### config.mk
export PLATFORM = sky130hd
export DESIGN_NAME = fifo_circ
export DESIGN_NICKNAME = d
export VERILOG_FILES = /design/src/rtl/fifo_circ.sv
export SDC_FILE = /design/constraint.sdc
export NUM_CORES = 1
export LEC_CHECK = 0
export ABC_AREA = 1
export BUFFER_PORTS_ARGS = -buffer_cell sky130_fd_sc_hd__buf_2
export CAP_MARGIN = 20
export CORE_MARGIN = 4
export CORE_UTILIZATION = 63
export CTS_BUF_LIST = sky130_fd_sc_hd__clkbuf_8
export DETAILED_ROUTE_END_ITERATION = 16
export GPL_ROUTABILITY_DRIVEN = 0
export HOLD_SLACK_MARGIN = 0.06
export PLACE_DENSITY = 0.87
export SLEW_MARGIN = 20
export SYNTH_ARGS = -nofsm -noshare
export SYNTH_HDL_FRONTEND = slang
export SYNTH_SLANG_ARGS = --single-unit
### constraint.sdc
create_clock -name clk -period 6.2 [get_ports clk]
set_clock_uncertainty 0.15 [all_clocks]
set_input_delay 1.24 -clock clk [delete_from_list [all_inputs] [get_ports clk]]
set_output_delay 1.24 -clock clk [all_outputs]
set_load 0.1 [all_outputs]
### src/rtl/fifo_circ.sv
// fifo_circ: single-clock circular-buffer FIFO with occupancy level,
// full/empty and almost-full/almost-empty flags, and a registered read path
// with a one-cycle data_valid strobe. Depth need not be a power of two.
// Optional build macro FIFO_ERR_FLAGS_EN adds sticky overflow/underflow flags
// (OVF/UDF) with a synchronous clear input (err_clr).
module fifo_circ #(
  parameter int DATA_W    = 8,
  parameter int DEPTH     = 5,
  parameter int AFULL_TH  = DEPTH - 1,
  parameter int AEMPTY_TH = 1,
  localparam int PTR_W    = $clog2(DEPTH),
  localparam int CNT_W    = $clog2(DEPTH + 1)
) (
  input  logic              clk,
  input  logic              rst,
  input  logic [DATA_W-1:0] data_in,
  input  logic              write_event,
  input  logic              read_event,
`ifdef FIFO_ERR_FLAGS_EN
  input  logic              err_clr,
  output logic              OVF,
  output logic              UDF,
`endif
  output logic [DATA_W-1:0] data_out,
  output logic              data_valid,
  output logic              Q_FULL,
  output logic              Q_EMPTY,
  output logic              Q_AFULL,
  output logic              Q_AEMPTY,
  output logic [CNT_W-1:0]  level
);

  localparam logic [PTR_W-1:0] PTR_ONE  = PTR_W'(1);
  localparam logic [PTR_W-1:0] PTR_LAST = PTR_W'(DEPTH - 1);
  localparam logic [CNT_W-1:0] CNT_ONE  = CNT_W'(1);
  localparam logic [CNT_W-1:0] CNT_MAX  = CNT_W'(DEPTH);

  logic [DATA_W-1:0] mem_q [DEPTH];
  logic [PTR_W-1:0]  wr_ptr_q, wr_ptr_d;
  logic [PTR_W-1:0]  rd_ptr_q, rd_ptr_d;
  logic [CNT_W-1:0]  level_q, level_d;
  logic [DATA_W-1:0] data_out_q, data_out_d;
  logic              data_valid_q, data_valid_d;
  logic              rd_acc_s, wr_acc_s;

  // Flags decode only the registered level, so no input reaches them directly.
  assign Q_FULL     = (level_q == CNT_MAX);
  assign Q_EMPTY    = (level_q == {CNT_W{1'b0}});
  assign Q_AFULL    = (level_q >= CNT_W'(AFULL_TH));
  assign Q_AEMPTY   = (level_q <= CNT_W'(AEMPTY_TH));
  assign level      = level_q;
  assign data_out   = data_out_q;
  assign data_valid = data_valid_q;

  // Accept decisions, pointer wrap, level update and read-data selection.
  always_comb begin
    rd_acc_s     = read_event & ~Q_EMPTY;
    // A push into a full FIFO is fine when a pop frees a slot on the same edge.
    wr_acc_s     = write_event & (~Q_FULL | rd_acc_s);
    wr_ptr_d     = wr_ptr_q;
    rd_ptr_d     = rd_ptr_q;
    level_d      = level_q;
    data_out_d   = data_out_q;
    data_valid_d = rd_acc_s;

    if (wr_acc_s) begin
      // Explicit wrap so non-power-of-two depths never index past DEPTH-1.
      if (wr_ptr_q == PTR_LAST) begin
        wr_ptr_d = {PTR_W{1'b0}};
      end else begin
        wr_ptr_d = wr_ptr_q + PTR_ONE;
      end
    end else begin
      wr_ptr_d = wr_ptr_q;
    end

    if (rd_acc_s) begin
      data_out_d = mem_q[rd_ptr_q];
      if (rd_ptr_q == PTR_LAST) begin
        rd_ptr_d = {PTR_W{1'b0}};
      end else begin
        rd_ptr_d = rd_ptr_q + PTR_ONE;
      end
    end else begin
      data_out_d = data_out_q;
      rd_ptr_d   = rd_ptr_q;
    end

    case ({wr_acc_s, rd_acc_s})
      2'b10:   level_d = level_q + CNT_ONE;
      2'b01:   level_d = level_q - CNT_ONE;
      default: level_d = level_q;
    endcase
  end

  // Control and read-path registers, cleared immediately by reset.
  always_ff @(posedge clk or negedge rst) begin
    if (!rst) begin
      wr_ptr_q     <= {PTR_W{1'b0}};
      rd_ptr_q     <= {PTR_W{1'b0}};
      level_q      <= {CNT_W{1'b0}};
      data_out_q   <= {DATA_W{1'b0}};
      data_valid_q <= 1'b0;
    end else begin
      wr_ptr_q     <= wr_ptr_d;
      rd_ptr_q     <= rd_ptr_d;
      level_q      <= level_d;
      data_out_q   <= data_out_d;
      data_valid_q <= data_valid_d;
    end
  end

  // Storage array; contents are deliberately left unreset.
  always_ff @(posedge clk) begin
    if (wr_acc_s) begin
      mem_q[wr_ptr_q] <= data_in;
    end
  end

`ifdef FIFO_ERR_FLAGS_EN
  logic ovf_q, ovf_d;
  logic udf_q, udf_d;

  assign OVF = ovf_q;
  assign UDF = udf_q;

  // Sticky error flags; a new error on the same edge wins over err_clr.
  always_comb begin
    ovf_d = ovf_q;
    udf_d = udf_q;
    if (write_event && !wr_acc_s) begin
      ovf_d = 1'b1;
    end else if (err_clr) begin
      ovf_d = 1'b0;
    end else begin
      ovf_d = ovf_q;
    end
    if (read_event && Q_EMPTY) begin
      udf_d = 1'b1;
    end else if (err_clr) begin
      udf_d = 1'b0;
    end else begin
      udf_d = udf_q;
    end
  end

  // Error flag registers.
  always_ff @(posedge clk or negedge rst) begin
    if (!rst) begin
      ovf_q <= 1'b0;
      udf_q <= 1'b0;
    end else begin
      ovf_q <= ovf_d;
      udf_q <= udf_d;
    end
  end
`endif

endmodule
==> results of run 1 <==
## area by class of cell
class	instances	area share
tap	48	0.0211
sequential	58	0.580
clock buffer	9	0.0435
multi-input combinational	162	0.274
clock inverter	7	0.0127
inverter	16	0.0220
timing repair buffer	27	0.0474
## critical path, delay by kind of cell (launching register included)
kind | cells | cell delay [ns]
fa+ha+maj | 1 | 0.28
flops | 1 | 0.43
simple gates | 1 | 0.10
buf+inv | 3 | 0.62
## state kept, by name, indices dropped and copies added, names as in the netlist
register    flops
wr_ptr_q        3
rd_ptr_q        3
data_valid      1
data_out        8
mem_q          40
level           3
## cells in the final DEF (no fill, tap or decap), drive strengths merged
cell / instances
nor3: 3
clkinv: 8
o21ai: 7
edfxtp: 40
xor2: 1
ha: 8
nor2: 18
nand4: 1
nand2: 91
inv: 15
nand3: 29
clkbuf: 9
a21oi: 4
dfrtp: 18
buf: 27
## how the worst max path moves through the flow
stage,start,to,cells past startpoint,slack [ns]
2_1_floorplan,level[0]$_DFFE_PN0P_,Q_AEMPTY,3,2.26
3_3_place_gp,read_event,mem_q[1][1]$_DFFE_PP_,3,3.42
3_5_place_dp,read_event,mem_q[3][6]$_DFFE_PP_,3,3.33
4_1_cts,level[0]$_DFFE_PN0P_,Q_EMPTY,5,3.04
5_1_grt,level[0]$_DFFE_PN0P_,Q_EMPTY,5,2.98
6_report,level[0]$_DFFE_PN0P_,Q_EMPTY,5,3.05
## through the flow
step / std cells / hold slack [ns] / area [µm²] / worst slack, ns / utilization
after floorplan: 244 / 0.322 / 2560 / 2.26 / -
after global placement: 311 / 0.307 / 2690 / 3.42 / 0.708
after detailed placement: 311 / 0.317 / 2690 / 3.33 / 0.708
after CTS: 327 / 0.335 / 2850 / 3.04 / 0.750
after global routing: 327 / 0.354 / 2850 / 2.98 / 0.750
final: 327 / 0.334 / 2850 / 3.05 / 0.750
## metal layers
layer	up-vias	GRT usage
met5	-	0
met1	846	0.265
met2	97	0.358
met4	0	0.0793
met3	13	0.0982
li1	869	-
## cell families (layout without fill, tap and decap cells)
group,after synthesis,count (layout),synth area share
buf+inv,24,59,0.0522
compound gates,11,11,0.0273
flops,58,58,0.644
xor+xnor,1,1,0.00342
simple gates,142,142,0.234
fa+ha+maj,8,8,0.0390
==> metrics.yaml, run 1 <==
clock_tree:
  number_of_buffers_added_by_the_clock_tree_synthesis_step: 9
  cts_repair_resize_count: 0
  clk_transition_reported_paths_ns: 0.06
  cts_tree: "built"
  h-tree-depth: 3
  clock_sink_count: 58
  cts_hold_repair.buffers: 0
  clock_insertion_delay_worst_skew_ns: 0.34
  post-cts-setup-buffer-count: 0
  cts.path.max_buffers: 2
  clk_root_buffer_cell: "sky130_fd_sc_hd__clkbuf_8"
status:
  run_status: "finished clean"
logic_synthesis:
  yosys_warnings: 0
  yosys.cell_count.top_type: "sky130_fd_sc_hd__nand2_1"
  seq_area_frac_synth: 0.644
  synth_flop_cell: "sky130_fd_sc_hd__edfxtp_1"
  synthesis.nets: 264
  synth.top_cells.by_count: "sky130_fd_sc_hd__nand2_1 (89), sky130_fd_sc_hd__edfxtp_1 (40), sky130_fd_sc_hd__nand3_1 (28)"
  synth.distinct_cells: 25
  synth-edff-count: 40
  post_synth_main_area_contributors: "sky130_fd_sc_hd__edfxtp_1 (47%), sky130_fd_sc_hd__dfrtp_1 (18%), sky130_fd_sc_hd__nand2_1 (13%), sky130_fd_sc_hd__nand3_1 (5.5%), sky130_fd_sc_hd__ha_1 (3.9%)"
  synthesis.area_um2: 2560
  area_share_of_the_largest_cell_type_after_synthesis: 0.468
  synth-async-reset-ratio: 0.310
  library_cell_occupying_the_most_area_in_the_post_synthesis_netlist: "sky130_fd_sc_hd__edfxtp_1"
  synth_area_per_cell_um2: 10.5
  synth-seq-cells: 58
  syn-instance-count: 244
setup_path:
  worst_setup_path_start_kind: "flip-flop"
  crit_path_top_delay_cell: "sky130_fd_sc_hd__dfrtp_1"
  critical_path_arrival_ns: 1.76
  crit-reg2reg-capture: "mem_q[1][3]$_DFFE_PP_"
  cp.required_ns: 4.81
  r2r-start: "level[1]$_DFFE_PN0P_"
  r2r.worst_path.cells: 5
  timing_worst_setup_path_type: "reg -> out"
  cp_slowest_stage_delay_ns: 0.43
  rrSetupSlack_ns: 3.95
  crit_path_cell_trace: "inv_1, ha_1, nand2_4, inv_1, buf_2"
  timing.critical_path.mode_cell: "sky130_fd_sc_hd__inv_1"
  crit_end_category: "output port"
  cp_max_fo: 5
die:
  floorplan.rows: 22
  starting_density: 0.675
  fp.dieW_um: 71.8
  core_um2: 3800
  die_y_um: 71.8
  area_of_the_die_um2: 5160
  ioPinCount: 28
drt:
  top_layer_used: "met4"
  ant_nets: 0
  dr_total_vias: 1825
  route.met3.wl_um: 468
  avgRoutedWirePerCell_um: 15.8
  avgViaCountPerCell: 5.58
  detail_route.iter0.violations: 117
  routed_wirelength_mm: 5.18
  drcViolationCount: 0
  drt-pass1-iter-count: 5
  detail_route.wirelength.met1_mm: 2.04
  dr_wl_met2_mm: 2.58
timing:
  drv_slew: 0
  final_setup_tns_ns: 0
  worst_slew_margin_rel: 0.333
  layout_min_cycle_time_ns: 3.15
  grt_setup_unrepaired: "no"
  timing_hold_violations_final: 0
  worst_pin_slew_ns: 0.993
  finalSetupViolations: 0
  period_share: 0.507
  clock.fmax_mhz: 318
layout:
  multiInputGateArea_um2: 779
  fin_nets: 294
  layout-area-overhead-vs-synth_pct: 11.1
  n_fill_cell: 267
  drive_gt1_frac: 0.183
  regArea_um2: 1650
  insertedDiodeCount: 0
global_routing:
  globalRouteOverflowTotal: 0
  antenna_found_initial: 0
  pin_count_of_the_biggest_net_entering_global_routing: 20
  wire_length_of_the_first_global_routing_pass_mm: 8.24
  first_global_vias: 1749
  gr_util_all_layers: 0.222
min_path:
  hold_path_depth: 2
  whs_endpoint: "data_out[6]$_DFFE_PN0P_"
  min-delay-start: "data_out[6]$_DFFE_PN0P_"
  timing.hold.worst.class: "reg -> reg"
place:
  detailedPlacementHpwl_mm: 3.80
  port_buffers: 27
job:
  maxCapViolations: 0
Power of run 1 is not shown: default switching activity piles up to over one toggle a cycle in this logic, so the estimate is an artifact.
==> run 2: changes to the inputs <==
--- a/config.mk
+++ b/config.mk
@@ -9,12 +9,12 @@
 export BUFFER_PORTS_ARGS = -buffer_cell sky130_fd_sc_hd__buf_2
 export CAP_MARGIN = 20
 export CORE_MARGIN = 4
-export CORE_UTILIZATION = 63
+export CORE_UTILIZATION = 60
 export CTS_BUF_LIST = sky130_fd_sc_hd__clkbuf_8
 export DETAILED_ROUTE_END_ITERATION = 16
 export GPL_ROUTABILITY_DRIVEN = 0
 export HOLD_SLACK_MARGIN = 0.06
-export PLACE_DENSITY = 0.87
+export PLACE_DENSITY = 0.83
 export SLEW_MARGIN = 20
 export SYNTH_ARGS = -nofsm -noshare
 export SYNTH_HDL_FRONTEND = slang
==> constraint.sdc (replaced) <==
create_clock -name clk -period 2.9 [get_ports clk]
set_clock_uncertainty 0.15 [all_clocks]
set_input_delay 0.58 -clock clk [delete_from_list [all_inputs] [get_ports clk]]
set_output_delay 0.58 -clock clk [all_outputs]
set_load 0.1 [all_outputs]
==> metrics.yaml, run 2 (synthesis results as in run 1) <==
status:
  run_status: "finished clean"  # unchanged
min_path:
  timing.hold.worst.class: "in -> reg"  # was reg -> reg
drt:
  routed_wirelength_mm: 4.79  # was 5.18 mm
  avgRoutedWirePerCell_um: 14.4  # was 15.8 µm
  detail_route.iter0.violations: 91  # was 117
  ant_nets: 0  # unchanged
  avgViaCountPerCell: 5.24  # was 5.58
  dr_total_vias: 1741  # was 1825
  drt-pass1-iter-count: 4  # was 5
  drcViolationCount: 0  # unchanged
layout:
  insertedDiodeCount: 0  # unchanged
  layout-area-overhead-vs-synth_pct: 13.0  # was 11.1%
  fin_nets: 297  # was 294
  drive_gt1_frac: 0.195  # was 0.183
  n_fill_cell: 307  # was 267
  layout_commonest_cell: "sky130_fd_sc_hd__nand2_1"  # unchanged
  highest_count_cells_in_the_layout_ignoring_fill_and_taps: "sky130_fd_sc_hd__nand2_1 (89), sky130_fd_sc_hd__edfxtp_1 (40), sky130_fd_sc_hd__nand3_1 (28), sky130_fd_sc_hd__buf_2 (27), sky130_fd_sc_hd__dfrtp_1 (18)"  # was sky130_fd_sc_hd__nand2_1 (89), sky130_fd_sc_hd__edfxtp_1 (40), sky130_fd_sc_hd__nand3_1 (28), sky130_fd_sc_hd__buf_2 (27)
  largest_register_ffs: 40  # unchanged
  top_reg_by_flops: "mem_q"  # unchanged
global_routing:
  antenna_found_initial: 0  # unchanged
  first_global_vias: 1731  # was 1749
  wire_length_of_the_first_global_routing_pass_mm: 7.91  # was 8.24 mm
  globalRouteOverflowTotal: 0  # unchanged
  gr_util_all_layers: 0.205  # was 0.222
  pin_count_of_the_biggest_net_entering_global_routing: 20  # unchanged
timing:
  grt_setup_unrepaired: "no"  # unchanged
  worst_pin_slew_ns: 0.817  # was 0.993 ns
  final_setup_tns_ns: 0  # unchanged
  finalSetupViolations: 0  # unchanged
  drv_slew: 0  # unchanged
  worst_slew_margin_rel: 0.454  # was 0.333
  clock.fmax_mhz: 403
  timing_hold_violations_final: 0  # unchanged
  whs_ns: 0.329  # was 0.334 ns
  layout_min_cycle_time_ns: 2.48
  period_share: 0.856
place:
  port_buffers: 27  # unchanged
  detailedPlacementHpwl_mm: 3.36  # was 3.80 mm
clock_tree:
  clock_sink_count: 58  # unchanged
  clk_transition_reported_paths_ns: 0.07  # was 0.06 ns
  cts.path.max_buffers: 2  # unchanged
  number_of_buffers_added_by_the_clock_tree_synthesis_step: 9  # unchanged
  clock_insertion_delay_worst_skew_ns: 0.34  # about the same
  clk_root_buffer_cell: "sky130_fd_sc_hd__clkbuf_8"  # unchanged
  cts_tree: "built"  # unchanged
  h-tree-depth: 3  # unchanged
die:
  core_um2: 4060  # was 3800 µm²
  floorplan.rows: 23  # was 22
  ioPinCount: 28  # unchanged
  area_of_the_die_um2: 5380  # was 5160 µm²
  fp.dieW_um: 73.4  # was 71.8 µm
  starting_density: 0.632  # was 0.675
  die_y_um: 73.4  # was 71.8 µm
setup_path:
  critical_path_arrival_ns: 1.75  # was 1.76 ns
  crit_end_category: "output port"  # unchanged
  worst_setup_path_start_kind: "flip-flop"  # unchanged
  timing_worst_setup_path_type: "reg -> out"  # unchanged
  cp.required_ns: 2.17  # was 4.81 ns
  cp_max_fo: 5  # unchanged
job:
  maxCapViolations: 0  # unchanged
==> run 2: layout make-up <==
type | instances | area (µm²) | share of cell area
clock buffer | 11 | 151 | 0.0522
clock inverter | 5 | 28.8 | 0.00993
inverter | 16 | 62.6 | 0.0216
multi-input combinational | 162 | 782 | 0.270
sequential | 58 | 1650 | 0.570
tap | 50 | 62.6 | 0.0216
timing repair buffer | 30 | 160 | 0.0552
==> run 2: metrics by stage <==
| stage | setup slack (ns) | instances | utilization | instance area (µm²) |
|---|---|---|---|---|
| after floorplan | 0.0793 | 244 | - | 2570 |
| after global placement | 0.770 | 315 | 0.668 | 2710 |
| after detailed placement | 0.647 | 315 | 0.668 | 2710 |
| after CTS | 0.416 | 332 | 0.714 | 2900 |
| after global routing | 0.337 | 332 | 0.714 | 2900 |
| final | 0.418 | 332 | 0.714 | 2900 |
==> run 2: final timing paths <==
check | start | end | slack (ns) | depth (start not counted)
setup reg to reg | level[1]$_DFFE_PN0P_ | mem_q[0][0]$_DFFE_PP_ | 0.60 | 7
setup / recovery | level[0]$_DFFE_PN0P_ | Q_EMPTY | 0.42 | 5
max in group asynchronous | rst | wr_ptr_q[0]$_DFFE_PN0P_ | 1.76 | 2
hold / removal | data_in[5] | mem_q[4][5]$_DFFE_PP_ | 0.33 | 1
hold reg to reg | data_out[3]$_DFFE_PN0P_ | data_out[3]$_DFFE_PN0P_ | 0.33 | 2
min in group asynchronous | rst | data_out[2]$_DFFE_PN0P_ | 0.55 | 2
==> run 2: what timing repair did <==
item | in CTS | in global routing
buffers inserted | 0 | 0
hold buffers | 1 | 0
endpoints found under the hold margin | 18 | 0
gates resized for setup | 0 | 0
==> run 2: routing by layer <==
layer  share of wire  wire, µm  GRT usage
met2            0.45      2180      0.303
met1            0.44      2130      0.260
met5               0         0          0
met3           0.058       280     0.0479
met4           0.043       204      0.161
==> run 2: worst max-delay path, cell delays in order (launching register included) <==
cell	delay [ns]
sky130_fd_sc_hd__dfrtp_1	0.43
sky130_fd_sc_hd__inv_1	0.14
sky130_fd_sc_hd__ha_1	0.28
sky130_fd_sc_hd__nand2_4	0.10
sky130_fd_sc_hd__inv_1	0.05
sky130_fd_sc_hd__buf_2	0.41
Power of run 2 is left out for the same reason.
